### src/rtl/weight_stream_pkg.sv
`default_nettype none
// ============================================================================
// Module      : weight_stream_pkg
// Description : Shared defaults and state encoding for the weight stream
//               reader and its read-data skid FIFO.
// Revision    : 1.0 - initial release
// ============================================================================
package weight_stream_pkg;

  // Default geometry: 28 words of 16 bits behind a 5-bit BRAM address
  localparam int c_DEPTH_DEFAULT = 28;
  localparam int c_DW_DEFAULT    = 16;
  localparam int c_AW_DEFAULT    = 5;

  // Read-data FIFO holds two words: one in flight plus one being presented
  localparam logic [1:0] c_FIFO_DEPTH = 2'd2;

  // Reader state encoding
  localparam logic [1:0] c_ST_IDLE   = 2'd0;
  localparam logic [1:0] c_ST_FETCH  = 2'd1;
  localparam logic [1:0] c_ST_DRAIN  = 2'd2;
  localparam logic [1:0] c_ST_FINISH = 2'd3;

endpackage : weight_stream_pkg
`default_nettype wire

### src/rtl/weight_skid_fifo.sv
`default_nettype none
// ============================================================================
// Module      : weight_skid_fifo
// Description : Two-entry FIFO decoupling BRAM read returns from the weight
//               consumer. Head word is presented combinationally; a push and
//               pop in the same cycle leave the occupancy unchanged.
// Revision    : 1.0 - initial release
// ============================================================================
module weight_skid_fifo
  import weight_stream_pkg::*;
#(
  parameter int DW = c_DW_DEFAULT
) (
  input  logic          clk,
  input  logic          rst,
  input  logic          i_push,
  input  logic [DW-1:0] i_push_data,
  input  logic          i_pop,
  output logic [DW-1:0] o_head,
  output logic          o_full,
  output logic          o_empty
);

  logic [DW-1:0] r_mem [2];
  logic          r_wr_ptr;
  logic          r_rd_ptr;
  logic [1:0]    r_count;
  logic          w_push;
  logic          w_pop;

  // A pop only takes effect on a non-empty FIFO, a push only when not full
  assign w_pop   = i_pop && (r_count != 2'd0);
  assign w_push  = i_push && (r_count != c_FIFO_DEPTH);

  assign o_head  = r_mem[r_rd_ptr];
  assign o_full  = (r_count == c_FIFO_DEPTH);
  assign o_empty = (r_count == 2'd0);

  // Storage, pointers and occupancy; reset clears storage so the head reads 0
  always_ff @(posedge clk or posedge rst) begin
    if (rst) begin
      r_mem[0] <= '0;
      r_mem[1] <= '0;
      r_wr_ptr <= 1'b0;
      r_rd_ptr <= 1'b0;
      r_count  <= 2'd0;
    end else begin
      if (w_push) begin
        r_mem[r_wr_ptr] <= i_push_data;
        r_wr_ptr        <= ~r_wr_ptr;
      end
      if (w_pop) begin
        r_rd_ptr <= ~r_rd_ptr;
      end
      case ({w_push, w_pop})
        2'b10:   r_count <= r_count + 2'd1;
        2'b01:   r_count <= r_count - 2'd1;
        default: r_count <= r_count;
      endcase
    end
  end

endmodule : weight_skid_fifo
`default_nettype wire

### src/rtl/weight_stream_reader.sv
`default_nettype none
// ============================================================================
// Module      : weight_stream_reader
// Description : Streams DEPTH weight words from a falling-edge BRAM to a
//               valid/ready consumer through a two-entry skid FIFO.
//               Optional feature macro: WEIGHT_CHECKSUM_EN adds a CHECKSUM
//               output holding the modulo-2**DW sum of the delivered words.
// Revision    : 1.0 - initial release
// ============================================================================
module weight_stream_reader
  import weight_stream_pkg::*;
#(
  parameter int DEPTH = c_DEPTH_DEFAULT,
  parameter int DW    = c_DW_DEFAULT,
  parameter int AW    = c_AW_DEFAULT
) (
  input  logic          CLK,
  input  logic          RST,
  input  logic          START,
  output logic          BUSY,
  output logic          DONE,
  output logic [AW-1:0] BRAM_ADDR,
  output logic          BRAM_EN,
  output logic          BRAM_WE,
  output logic [DW-1:0] BRAM_DI,
  input  logic [DW-1:0] BRAM_DO,
  output logic [DW-1:0] W_DATA,
  output logic          W_VALID,
  input  logic          W_READY,
  output logic          W_LAST,
  output logic [AW-1:0] W_INDEX
`ifdef WEIGHT_CHECKSUM_EN
  ,
  output logic [DW-1:0] CHECKSUM
`endif
);

  // Read counter needs one extra bit so it can reach DEPTH itself
  localparam logic [AW:0]   c_DEPTH_CNT = (AW+1)'(DEPTH);
  localparam logic [AW-1:0] c_LAST_IDX  = AW'(DEPTH - 1);

  logic [1:0]    r_state;
  logic [1:0]    w_next_state;
  logic [AW-1:0] r_addr;
  logic [AW:0]   r_rd_cnt;
  logic [AW-1:0] r_del_cnt;
  logic          w_start_ok;
  logic          w_issue;
  logic          w_hs;
  logic          w_fifo_full;
  logic          w_fifo_empty;
  logic [DW-1:0] w_fifo_head;

  // START is only honoured from IDLE; FINISH and active states drop it
  assign w_start_ok = (r_state == c_ST_IDLE) && START;

  // Issue a read while room remains in the FIFO and words are still owed
  assign w_issue = (r_state == c_ST_FETCH) && !w_fifo_full && (r_rd_cnt < c_DEPTH_CNT);

  assign w_hs = W_VALID && W_READY;

  // Read data lands in the FIFO at the edge that closes the issue cycle
  weight_skid_fifo #(
    .DW (DW)
  ) u_fifo (
    .clk         (CLK),
    .rst         (RST),
    .i_push      (w_issue),
    .i_push_data (BRAM_DO),
    .i_pop       (w_hs),
    .o_head      (w_fifo_head),
    .o_full      (w_fifo_full),
    .o_empty     (w_fifo_empty)
  );

  assign W_VALID   = !w_fifo_empty;
  assign W_DATA    = w_fifo_head;
  assign W_INDEX   = r_del_cnt;
  assign W_LAST    = W_VALID && (r_del_cnt == c_LAST_IDX);
  assign BRAM_ADDR = r_addr;
  assign BRAM_WE   = 1'b0;
  assign BRAM_DI   = '0;

  // State register
  always_ff @(posedge CLK or posedge RST) begin
    if (RST) begin
      r_state <= c_ST_IDLE;
    end else begin
      r_state <= w_next_state;
    end
  end

  // Next-state logic
  always_comb begin
    w_next_state = r_state;
    case (r_state)
      c_ST_IDLE: begin
        if (START) begin
          w_next_state = c_ST_FETCH;
        end
      end
      c_ST_FETCH: begin
        if (w_issue && (r_rd_cnt == c_DEPTH_CNT - 1'b1)) begin
          w_next_state = c_ST_DRAIN;
        end
      end
      c_ST_DRAIN: begin
        if (w_hs && W_LAST) begin
          w_next_state = c_ST_FINISH;
        end
      end
      default: begin
        w_next_state = c_ST_IDLE;
      end
    endcase
  end

  // State-decoded outputs
  always_comb begin
    BUSY    = (r_state == c_ST_FETCH) || (r_state == c_ST_DRAIN);
    DONE    = (r_state == c_ST_FINISH);
    BRAM_EN = w_issue;
  end

  // Address, read and delivery counters; address parks on the last word
  always_ff @(posedge CLK or posedge RST) begin
    if (RST) begin
      r_addr    <= '0;
      r_rd_cnt  <= '0;
      r_del_cnt <= '0;
    end else if (w_start_ok) begin
      r_addr    <= '0;
      r_rd_cnt  <= '0;
      r_del_cnt <= '0;
    end else begin
      if (w_issue) begin
        r_rd_cnt <= r_rd_cnt + 1'b1;
        if (r_addr != c_LAST_IDX) begin
          r_addr <= r_addr + 1'b1;
        end
      end
      if (w_hs && !W_LAST) begin
        r_del_cnt <= r_del_cnt + 1'b1;
      end
    end
  end

`ifdef WEIGHT_CHECKSUM_EN
  logic [DW-1:0] r_checksum;

  // Running sum of delivered words, cleared by an accepted START
  always_ff @(posedge CLK or posedge RST) begin
    if (RST) begin
      r_checksum <= '0;
    end else if (w_start_ok) begin
      r_checksum <= '0;
    end else if (w_hs) begin
      r_checksum <= r_checksum + W_DATA;
    end
  end

  assign CHECKSUM = r_checksum;
`endif

endmodule : weight_stream_reader
`default_nettype wire

### config.mk
export PLATFORM = sky130hd
export DESIGN_NAME = weight_stream_reader
export DESIGN_NICKNAME = d
export VERILOG_FILES = /design/src/rtl/weight_stream_pkg.sv /design/src/rtl/weight_skid_fifo.sv /design/src/rtl/weight_stream_reader.sv
export SDC_FILE = /design/constraint.sdc
export NUM_CORES = 1
export LEC_CHECK = 0
export BUFFER_PORTS_ARGS = -buffer_cell sky130_fd_sc_hd__buf_2
export CAP_MARGIN = 30
export CORE_MARGIN = 2
export CORE_UTILIZATION = 50
export DETAILED_ROUTE_END_ITERATION = 7
export PLACE_DENSITY_LB_ADDON = 0.25
export SYNTH_ARGS = -nofsm -noshare
export SYNTH_HDL_FRONTEND = slang
export SYNTH_SLANG_ARGS = --single-unit
export TNS_END_PERCENT = 100
### constraint.sdc
create_clock -name CLK -period 5.2 [get_ports CLK]
set_input_delay 1.04 -clock CLK [delete_from_list [all_inputs] [get_ports CLK]]
set_output_delay 1.04 -clock CLK [all_outputs]
set_load 0.02 [all_outputs]
# [Yosys cells after proc, flatten, opt, wreduce, memory -nomap -nowiden]
# Cells that the tools add are included.
[word_totals] elab_cells=77 in_bits=20 output_inout_bits=48 ff_bits=54
[classes] eq_ne=13 n_mux=18 reduce_logical=24 add_sub_neg=5 order_cmp=4 bitwise=4
[op_table] operator="two-way mux 16 bit" n=4
[op_table] operator="bitwise mux 32 bit" n=1
[op_table] operator="two-way mux 5 bit" n=5
[op_table] operator="demux 16 bit (select 1 bit)" n=1
[op_table] operator="two-way mux 6 bit" n=2
[op_table] operator="logical AND 1 bit" n=11
[op_table] operator="adder 5 x 1 -> 5 bit, second input constant" n=2
[op_table] operator="nonzero test 2 bit" n=5
[op_table] operator="equality test 2 bit, second input constant" n=4
[op_table] operator="!= test 2 bit, second input constant" n=4
[op_table] operator="adder 6 x 1 -> 6 bit, second input constant" n=1
[op_table] operator="equality test 6 x 5 -> 1 bit, second input constant" n=1
[op_table] operator="< comparator 6 x 5 -> 1 bit, second input constant" n=1
[op_table] operator="two-way mux 2 bit" n=3
[op_table] operator="one-hot mux 2 bit (3 select lines)" n=1
[op_table] operator="equality test 5 bit, second input constant" n=1
[op_table] operator="!= test 5 bit, second input constant" n=1
[op_table] operator="equality test 2 x 1 -> 1 bit, second input constant" n=2
[op_table] operator=">= comparator 2 bit, second input constant" n=2
[op_table] operator="logical NOT 2 bit" n=2
[op_table] operator="NOT 1 -> 2 bit" n=2
[op_table] operator="one-hot mux 2 bit (2 select lines)" n=1
[op_table] operator="logical NOT 1 bit" n=3
[op_table] operator="AND reduction 3 bit" n=1
[op_table] operator="6 further kinds" n=7

# [Logic depth before layout (Yosys ltp)]
# Gate-level depths: netlist of the first run.
[depth] depth_word=7 depth_mapped=11 ltp_nobuf=9

# [Cells and area by module]
# From an unflattened synthesis of the first run, not the netlist that was laid out.
[unflattened] hier_cells=218 hier_area_um2=2751.4
[modules_own_cells] mod="weight_skid_fifo" seq_area_each_um2=900.9 cells_each=104 instances=1 area_per_inst_um2=1651.6
[modules_own_cells] mod="weight_stream_reader" seq_area_each_um2=450.4 cells_each=114 instances=1 area_per_inst_um2=1099.8

# [Worst setup path after synthesis of the first run]
# No wires, ideal clock.
[synth_path] path_kind="register -> output" start="register u_fifo.r_rd_ptr" end="output port W_DATA[0]" n_path_buf=2 stages_incl_launch_ff=4 t_arrival_ps=1378 required_time_ps=4160 setup_slack_ps=2782 cell_sequence="dfrtp_1 -> clkbuf_1 -> clkbuf_1 -> mux2_2"
[synth_between] elab_chain_cells=4
[synth_rtl] element="from (decl)" line="weight_skid_fifo.sv:26" rtl="logic r_rd_ptr;"
[synth_rtl] element="from (signal assigned)" line="weight_skid_fifo.sv:53" rtl="r_rd_ptr <= ~r_rd_ptr;"
[synth_rtl] element="NOT 1 -> 2 bit (not written as such)" line="weight_skid_fifo.sv:35" rtl="assign o_head = r_mem[r_rd_ptr];"
[synth_rtl] element="two-way mux 16 bit (not written as such) (3 in series)" line="weight_skid_fifo.sv:35"
[synth_rtl] element="to (decl)" line="weight_stream_reader.sv:27" rtl="output logic [DW-1:0] W_DATA,"
# Every way passes these cells. The select of a mux whose other input is x is not followed.

# [Final worst setup path of the first run]
[layout_path] start="register r_state[1]" end="output port BRAM_EN"
[layout_between] elab_chain_cells=3
[layout_rtl] element="from (decl)" line="weight_stream_reader.sv:42" rtl="logic [1:0] r_state;"
[layout_rtl] element="from (signal assigned)" line="weight_stream_reader.sv:87" rtl="r_state <= c_ST_IDLE;"
[layout_rtl] element="from (signal assigned)" line="weight_stream_reader.sv:89" rtl="r_state <= w_next_state;"
[layout_rtl] element="equality test 2 x 1 -> 1 bit" line="weight_stream_reader.sv:58" rtl="assign w_issue = (r_state == c_ST_FETCH) && !w_fifo_full && (r_rd_cnt < c_DEPTH_CNT);"
[layout_rtl] element="logical AND 1 bit (2 in series)" line="weight_stream_reader.sv:58"
[layout_rtl] element="to (decl)" line="weight_stream_reader.sv:23" rtl="output logic BRAM_EN,"
# Every way passes these cells.

==> results.txt, run 1 <==
Initial Util = 52.1%
GRT Util Overall = 15.8%
TritonCTS Buffers = 5
Clock Latency Late Sink = 300 ps
DRT Pass-1 Iters = 4
Post-Place Cell Area = 0.00291 mm^2
post-CTS setup buffer count = 0
standard-cell rows = 26
initial antenna violation count = 0
Seq pwr share = 44.4%
Worst Setup SP = r_state[1]
first-pass GRT wire length = 7530 um
initial DRC count = 78
synthesized area = 0.00268 mm^2
CTS H-tree lvls = 2
CTS tree = done
Max IR drop VDD = 0.287 mV
most frequent cells in the layout = dfrtp_1 (54), buf_2 (50), mux2_2 (49)
Clk pwr share = 28.7%
setup violators final = 0
NetSw = 369 uW
commonest non-fill, non-tap cell in the layout = dfrtp_1
largest net degree at the start of global routing = 55
Slowest-stage cell, CP = dfrtp_1
number of distinct library cells after synthesis = 34
Max stage delay on crit path = 430 ps
post-detailed-route wirelength per cell = 13.2 um
status = finished, final reports clean
CTS Root Cell = clkbuf_8
design area = 0.00305 mm^2
Final Util = 59.3%
dpl hpwl = 2990 um
syn avg cell area = 12.4 um^2
RSZ-0062 raised after global routing = no
Pint = 810 uW
CTS sink count = 54
Antenna diodes = 0
Sequential Area = 0.00135 mm^2
CP arrival = 1810 ps
number of global-route vias before repair = 1621
post-synthesis sequential area ratio = 50.4%
endpoints failing hold = 0
Worst Tran Pin Value = 752 ps
Slew HR = 49.9%
nets@finish = 294
met2 usage = 25.0%
# IOs = 68
combinational share of power = 26.9%
Seq cells post-synth = 54
FILL cells = 476
Fin Setup TNS = 0 ps
grt ovf = 0
GPL Wtd Cong = 0.704
CP required = 4160 ps
fin crit period = 2850 ps
core region area = 0.00514 mm^2
layout cell share with drive strength beyond 1 = 42.5%
Post-Synthesis Cells = 216
max frequency = 350 MHz
Tightest Hold Check Type = reg -> reg
final count of pins violating max slew = 0
hold_sp = u_fifo.r_mem[10]
die area = 0.00596 mm^2
die extent in x = 77.2 um
CP Launch Type = flop
Clock Path Buffers = 2
hold bufs inserted after CTS = 0
I/O Buffers = 50
Pleak = 1.48 nW
Buf/Inv on CP = 2
crit path max fanout = 8
multi-input logic area = 0.00119 mm^2
Top Usage Layer GRT = met2
ANT nets after route = 0
met3 Use GR = 3.18%
Tcrit/Tclk final = 54.9%
Cell Pwr Density = 386 mW/mm^2
Chip Height = 77.2 um
Resize count post-CTS = 0
clock skew = 6.37 ps
Max Cap Viol = 0
CP delay by family, top = simple AND/OR/NAND/NOR gates
Sw Share = 31.3%
area grow syn2layout = 13.8%
vias = 1690
vias per cell = 5.03
residual DRC count = 0
grt met1 use = 21.1%
routed wire length = 4430 um
worst r2r src = r_state[1]
CP endpoint kind = primary output
Clock Pin Slew Worst Setup and Hold Paths = 90 ps
yosys warns = 0
crit-path cells = inv_1, ha_1, nor2b_1, and3_1, buf_2
critical path type = reg -> out
[final timing paths]
check                                        end  cells past startpoint  slack [ps]
worst max-delay path                     BRAM_EN                      5        2350
worst min register to register  u_fifo.r_mem[10]                      1         510
min in group asynchronous        u_fifo.r_mem[2]                      3         900
worst min-delay path            u_fifo.r_mem[10]                      1         510
max in group asynchronous           BRAM_ADDR[4]                      3        3860
worst max register to register  u_fifo.r_mem[23]                      7        2870
[power by group through the flow]
stage	Sequential (mW)	Clock [mW]	Combinational, mW
after global routing	0.534	0.364	0.346
after CTS	0.525	0.347	0.321
after global placement	0.531	0	0.317
after detailed placement	0.532	0	0.321
after floorplan	0.522	0	0.246
final	0.524	0.338	0.317
[flip-flops by register name, summed over array words and instances, names as in the netlist]
signal	cells
BRAM_ADDR	5
r_state	2
u_fifo.r_mem	32
u_fifo.r_count	2
r_rd_cnt	6
u_fifo.r_rd_ptr	1
u_fifo.r_wr_ptr	1
W_INDEX	5
[through the flow]
| step | hold slack, ps | instances | total power, mW | setup WS, ps |
|---|---|---|---|---|
| 6_report | 510 | 336 | 1.18 | 2350 |
| 5_1_grt | 521 | 336 | 1.24 | 2200 |
| 4_1_cts | 513 | 336 | 1.19 | 2330 |
| 3_5_place_dp | 489 | 328 | 0.853 | 2680 |
| 3_3_place_gp | 482 | 328 | 0.848 | 2700 |
| 2_1_floorplan | 474 | 232 | 0.768 | 2780 |
[synth_stat cells]
| cell | n | area share [%] |
|---|---|---|
| dfrtp_1 | 54 | 50 |
| nor2b_1 | 3 | 0.70 |
| buf_4 | 18 | 5.0 |
| nand3_1 | 7 | 1.3 |
| nand4b_1 | 3 | 0.98 |
| or3_1 | 4 | 0.93 |
| a21oi_1 | 6 | 1.1 |
| buf_2 | 1 | 0.19 |
| nand2b_1 | 2 | 0.47 |
| or2_2 | 1 | 0.23 |
| a311oi_1 | 1 | 0.33 |
| and2b_1 | 1 | 0.28 |
| and3_1 | 2 | 0.47 |
| nand2_2 | 1 | 0.23 |
| and4b_1 | 1 | 0.37 |
| inv_4 | 1 | 0.23 |
| nand4_1 | 3 | 0.70 |
| xor2_1 | 5 | 1.6 |
| inv_1 | 4 | 0.56 |
| and2_1 | 2 | 0.47 |
| clkbuf_1 | 4 | 0.56 |
| ha_1 | 9 | 4.2 |
| nor2_4 | 1 | 0.42 |
| o31ai_1 | 1 | 0.28 |
| mux2i_1 | 2 | 0.75 |
| xnor2_1 | 6 | 2.0 |
| buf_6 | 2 | 0.84 |
| mux2_2 | 49 | 21 |
| o21ai_0 | 7 | 1.3 |
| conb_1 | 1 | 0.14 |
| o21bai_1 | 1 | 0.28 |
| nor2_1 | 9 | 1.3 |
| nand2_1 | 2 | 0.28 |
| a31oi_1 | 2 | 0.47 |
[metal layers]
layer	share of wire [%]	routed length, um	up-vias
met3	4.4	197	7
li1	-	-	815
met5	0	0	-
met1	46	2060	826
met2	47	2100	42
met4	1.7	74	0
[kinds of logic (layout without fill, tap and decap cells)]
family / Yosys count / after routing / synth area share, %
other: 1 / 17 / 0.140
muxes: 51 / 51 / 21.3
buffers and inverters: 30 / 64 / 7.42
and+or+nand+nor: 42 / 42 / 9.10
AOI/OAI and AO/OA: 18 / 18 / 3.78
adders and majority gates: 9 / 9 / 4.20
xor gates and xnor gates: 11 / 11 / 3.59
DFF: 54 / 54 / 50.4
[cell type report]
class	count	area share, %
inverter	5	0.697
tap	70	2.87
clock buffer	6	2.71
clock inverter	2	1.97
timing repair buffer	51	8.45
multi-input combinational	148	39.0
sequential	54	44.3
Power figures use the tool's default switching activity.
==> run 2: changes to the inputs <==
==> constraint.sdc (replaced) <==
create_clock -name CLK -period 2.65 [get_ports CLK]
set_input_delay 0.53 -clock CLK [delete_from_list [all_inputs] [get_ports CLK]]
set_output_delay 0.53 -clock CLK [all_outputs]
set_load 0.02 [all_outputs]
==> results.txt, run 2 (synthesis gave the netlist of run 1 again) <==
CTS tree = done (unchanged)
worst hold slack = 301 ps (was 510 ps)
Worst Tran Pin Value = 637 ps (was 752 ps)
die area = 0.00596 mm^2 (unchanged)
Antenna diodes = 0 (unchanged)
endpoints failing hold = 0 (unchanged)
CP arrival = 1770 ps (was 1810 ps)
Slew HR = 57.5% (was 49.9%)
Clock Path Buffers = 2 (unchanged)
grt ovf = 0 (unchanged)
critical path type = reg -> out (unchanged)
# IOs = 68 (unchanged)
PnR worst setup slack = 351 ps (was 2350 ps)
setup violators final = 0 (unchanged)
core region area = 0.00514 mm^2 (unchanged)
post-CTS setup buffer count = 0 (unchanged)
Resize count post-CTS = 0 (unchanged)
crit-path cells = inv_1, ha_1, nor2b_1, and3_1, buf_4, buf_2 (was inv_1, ha_1, nor2b_1, and3_1, buf_2)
met2 usage = 24.7% (was 25.0%)
Chip Height = 77.2 um (unchanged)
fin crit period = 2300 ps
Clock Pin Slew Worst Setup and Hold Paths = 90 ps (about the same)
grt met1 use = 21.9% (was 21.1%)
commonest non-fill, non-tap cell in the layout = dfrtp_1 (unchanged)
largest registers = u_fifo.r_mem: 32 flops, r_rd_cnt: 6 flops (unchanged)
pre-CTS WS = 523 ps (was 2680 ps)
I/O Buffers = 50 (unchanged)
Tightest Hold Check Type = in -> async (was reg -> reg)
number of global-route vias before repair = 1582 (was 1621)
Initial Util = 52.1% (unchanged)
dpl hpwl = 3260 um (was 2990 um)
routed wire length = 4530 um (was 4430 um)
final count of pins violating max slew = 0 (unchanged)
die extent in x = 77.2 um (unchanged)
GPL Wtd Cong = 0.681 (was 0.704)
Clock Latency Late Sink = 300 ps (about the same)
ANT nets after route = 0 (unchanged)
CTS H-tree lvls = 2 (unchanged)
vias = 1692 (was 1690)
area grow syn2layout = 13.3% (was 13.8%)
most frequent cells in the layout = dfrtp_1 (54), buf_2 (50), mux2_2 (49) (unchanged)
GRT Util Overall = 15.8% (about the same)
TritonCTS Buffers = 5 (unchanged)
first-pass GRT wire length = 7490 um (was 7530 um)
largest reg by FF count = u_fifo.r_mem (unchanged)
max FFs per register = 32 (unchanged)
RSZ-0062 raised after global routing = no (unchanged)
Fin Setup TNS = 0 ps (unchanged)
clock skew = 9.82 ps (was 6.37 ps)
Tcrit/Tclk final = 86.8%
Max stage delay on crit path = 440 ps (was 430 ps)
standard-cell rows = 26 (unchanged)
post-detailed-route wirelength per cell = 13.4 um (was 13.2 um)
initial antenna violation count = 0 (unchanged)
met3 Use GR = 4.24% (was 3.18%)
Slowest-stage cell, CP = dfrtp_1 (unchanged)
CP endpoint kind = primary output (unchanged)
layout cell share with drive strength beyond 1 = 42.4% (was 42.5%)
nets@finish = 297 (was 294)
status = finished, final reports clean (unchanged)
CP Launch Type = flop (unchanged)
Max IR drop VDD = 0.598 mV (was 0.287 mV)
hold bufs inserted after CTS = 0 (unchanged)
Max Cap Viol = 0 (unchanged)
residual DRC count = 0 (unchanged)
Final Util = 59.1% (was 59.3%)
Pleak = 1.48 nW (about the same)
crit path max fanout = 7 (was 8)
CP required = 2120 ps (was 4160 ps)
Top Usage Layer GRT = met2 (unchanged)
initial DRC count = 119 (was 78)
CTS sink count = 54 (unchanged)
Cell Pwr Density = 726 mW/mm^2 (was 386 mW/mm^2)
vias per cell = 4.99 (was 5.03)
CTS Root Cell = clkbuf_8 (unchanged)
max frequency = 435 MHz
largest net degree at the start of global routing = 32 (was 55)
DRT Pass-1 Iters = 4 (unchanged)
==> run 2: final cells by class <==
type,count,area [um^2]
fillers,460,2100
flip-flops and latches,54,1350
multi-input cells,148,1190
repair buffers,54,280
well taps,70,87.6
clock buffers,7,76.3
clock inverters,1,30.0
inverters,5,21.3
==> run 2: through the flow <==
stage          total power, mW  instance area [um^2]  cells
6_report                  2.20                  3040    339
5_1_grt                   2.33                  3040    339
4_1_cts                   2.23                  3040    339
3_5_place_dp              1.69                  2930    331
3_3_place_gp              1.68                  2930    331
2_1_floorplan             1.51                  2740    232
==> run 2: metal layers <==
metal | vias to the layer above | wire (um)
met4 | 0 | 52
met1 | 825 | 2120
met5 | - | 0
met2 | 42 | 2140
met3 | 5 | 217
li1 | 820 | -
==> run 2: power by group <==
part	internal, mW	switching (mW)
sequential	0.901	0.0889
combinational	0.296	0.380
clock	0.283	0.255
total	1.48	0.724
==> run 2: path summary, 6_finish.rpt <==
kind,startpoint,endpoint,slack [ps],cells past startpoint
worst min-delay path,RST,r_rd_cnt[3],300,2
max in group asynchronous,RST,u_fifo.r_mem[13],1660,3
worst max register to register,r_state[1],u_fifo.r_mem[28],560,7
worst max-delay path,r_state[1],BRAM_EN,350,6
min in group CLK,BRAM_DO[4],u_fifo.r_mem[20],470,2
worst min register to register,u_fifo.r_mem[8],u_fifo.r_mem[8],510,1
==> run 2: critical path: cells and delay by family (launching register included) <==
family        cells  cell delay, ps
fa+ha+maj         1             150
flops             1             440
buf+inv           3             450
simple gates      2             440
==> run 3: changes to the inputs <==
--- a/config.mk
+++ b/config.mk
@@ -5,12 +5,13 @@
 export SDC_FILE = /design/constraint.sdc
 export NUM_CORES = 1
 export LEC_CHECK = 0
-export BUFFER_PORTS_ARGS = -buffer_cell sky130_fd_sc_hd__buf_2
+export BUFFER_PORTS_ARGS = -buffer_cell sky130_fd_sc_hd__buf_4
 export CAP_MARGIN = 30
+export CORE_ASPECT_RATIO = 1.1
 export CORE_MARGIN = 2
 export CORE_UTILIZATION = 50
 export DETAILED_ROUTE_END_ITERATION = 7
-export PLACE_DENSITY_LB_ADDON = 0.25
+export PLACE_DENSITY = 0.74
 export SYNTH_ARGS = -nofsm -noshare
 export SYNTH_HDL_FRONTEND = slang
 export SYNTH_SLANG_ARGS = --single-unit
==> results.txt, run 3 (synthesis gave the netlist of run 1 again) <==
vias = 1719 (was 1692)
grt ovf = 0 (unchanged)
max frequency = 437 MHz (was 435 MHz)
RSZ-0062 raised after global routing = no (unchanged)
Pleak = 1.52 nW (was 1.48 nW)
worst r2r src = r_state[1] (unchanged)
fin crit period = 2290 ps (was 2300 ps)
DRT Pass-1 Iters = 4 (unchanged)
Resize count post-CTS = 0 (unchanged)
TritonCTS Buffers = 5 (unchanged)
I/O Buffers = 50 (unchanged)
CP Launch Type = flop (unchanged)
largest net degree at the start of global routing = 29 (was 32)
hold bufs inserted after CTS = 0 (unchanged)
Max Cap Viol = 0 (unchanged)
largest reg by FF count = u_fifo.r_mem (unchanged)
post-detailed-route wirelength per cell = 13.7 um (was 13.4 um)
grt met1 use = 20.7% (was 21.9%)
Antenna diodes = 0 (unchanged)
status = finished, final reports clean (unchanged)
design area = 0.00317 mm^2 (was 0.00304 mm^2)
Clock Pin Slew Worst Setup and Hold Paths = 100 ps (was 90 ps)
pre-CTS WS = 537 ps (was 523 ps)
Slew HR = 58.8% (was 57.5%)
post-CTS setup buffer count = 0 (unchanged)
core region area = 0.00510 mm^2 (was 0.00514 mm^2)
Max IR drop VDD = 0.652 mV (was 0.598 mV)
vias per cell = 5.06 (was 4.99)
Worst Tran Pin Value = 618 ps (was 637 ps)
CTS H-tree lvls = 2 (unchanged)
Post-Place Cell Area = 0.00306 mm^2 (was 0.00293 mm^2)
Clock Path Buffers = 2 (unchanged)
Fin Setup TNS = 0 ps (unchanged)
Tcrit/Tclk final = 86.3% (was 86.8%)
setup violators final = 0 (unchanged)
CP endpoint kind = primary output (unchanged)
Cell Pwr Density = 721 mW/mm^2 (was 726 mW/mm^2)
Initial Util = 52.5% (was 52.1%)
crit path max fanout = 7 (unchanged)
clock skew = 8.17 ps (was 9.82 ps)
final count of pins violating max slew = 0 (unchanged)
endpoints failing hold = 0 (unchanged)
CP arrival = 1760 ps (was 1770 ps)
Chip Height = 80.8 um (was 77.2 um)
GPL Wtd Cong = 0.785 (was 0.681)
first-pass GRT wire length = 7400 um (was 7490 um)
# IOs = 68 (unchanged)
Tightest Hold Check Type = in -> async (unchanged)
Clock Latency Late Sink = 300 ps (about the same)
CTS sink count = 54 (unchanged)
number of global-route vias before repair = 1667 (was 1582)
most frequent cells in the layout = dfrtp_1 (54), buf_4 (54), mux2_2 (49) (was dfrtp_1 (54), buf_2 (50), mux2_2 (49))
worst hold slack = 277 ps (was 301 ps)
ANT nets after route = 0 (unchanged)
standard-cell rows = 27 (was 26)
layout cell share with drive strength beyond 1 = 42.9% (was 42.4%)
met3 Use GR = 4.09% (was 4.24%)
CTS tree = done (unchanged)
Top Usage Layer GRT = met2 (unchanged)
initial DRC count = 61 (was 119)
Worst Setup SP = r_state[1] (unchanged)
CP required = 2120 ps (about the same)
CTS Root Cell = clkbuf_8 (unchanged)
largest registers = u_fifo.r_mem: 32 flops, r_rd_cnt: 6 flops (unchanged)
die extent in x = 73.8 um (was 77.2 um)
critical path type = reg -> out (unchanged)
area grow syn2layout = 18.1% (was 13.3%)
initial antenna violation count = 0 (unchanged)
met2 usage = 27.1% (was 24.7%)
dpl hpwl = 3440 um (was 3260 um)
PnR worst setup slack = 364 ps (was 351 ps)
residual DRC count = 0 (unchanged)
nets@finish = 297 (unchanged)
Final Util = 62.1% (was 59.1%)
max FFs per register = 32 (unchanged)
die area = 0.00596 mm^2 (about the same)
routed wire length = 4670 um (was 4530 um)
GRT Util Overall = 16.3% (was 15.8%)
-- run 3: cell count changes in the layout (fill, tap and decap cells not counted) --
cell	delta
buf_2	-50
clkbuf_1	-2
clkinv_4	+1
buf_4	+50
-- run 3: area by class of cell --
class	count	area, um^2
Clock buffer	5	68.8
Tap cell	72	90.1
Sequential cell	54	1350
Fill cell	425	1940
Timing Repair Buffer	54	405
Multi-Input combinational cell	148	1190
Inverter	5	21.3
Clock inverter	2	38.8
-- run 3: report_power, final --
part | internal, mW | total [mW] | switching [mW]
clock network | 0.278 | 0.536 | 0.258
logic | 0.369 | 0.756 | 0.387
registers | 0.901 | 0.992 | 0.0914
-- run 3: per-layer routing --
layer | wire length, um | vias to the layer above
li1 | - | 816
met1 | 2070 | 853
met2 | 2340 | 46
met3 | 208 | 4
met4 | 56 | 0
met5 | 0 | -
-- run 3: stage by stage --
step / instances / power, mW
6_report: 340 / 2.28
5_1_grt: 340 / 2.41
4_1_cts: 340 / 2.31
3_5_place_dp: 333 / 1.77
3_3_place_gp: 333 / 1.76
2_1_floorplan: 232 / 1.51
-- run 3: worst max-delay path: stages, from the launching register on --
cell	delay, ps
dfrtp_1	430
inv_1	90
ha_1	160
nor2b_1	190
and3_1	250
buf_4	180
buf_4	150
-- run 3: path summary, 6_finish.rpt --
path,end,slack (ps),depth (start not counted)
max in group asynchronous,BRAM_ADDR[1],1760,3
hold reg to reg,u_fifo.r_mem[12],510,1
hold / removal,u_fifo.r_count[1],280,2
setup reg to reg,u_fifo.r_mem[19],540,7
min in group CLK,u_fifo.r_mem[12],460,2
setup / recovery,BRAM_EN,360,6
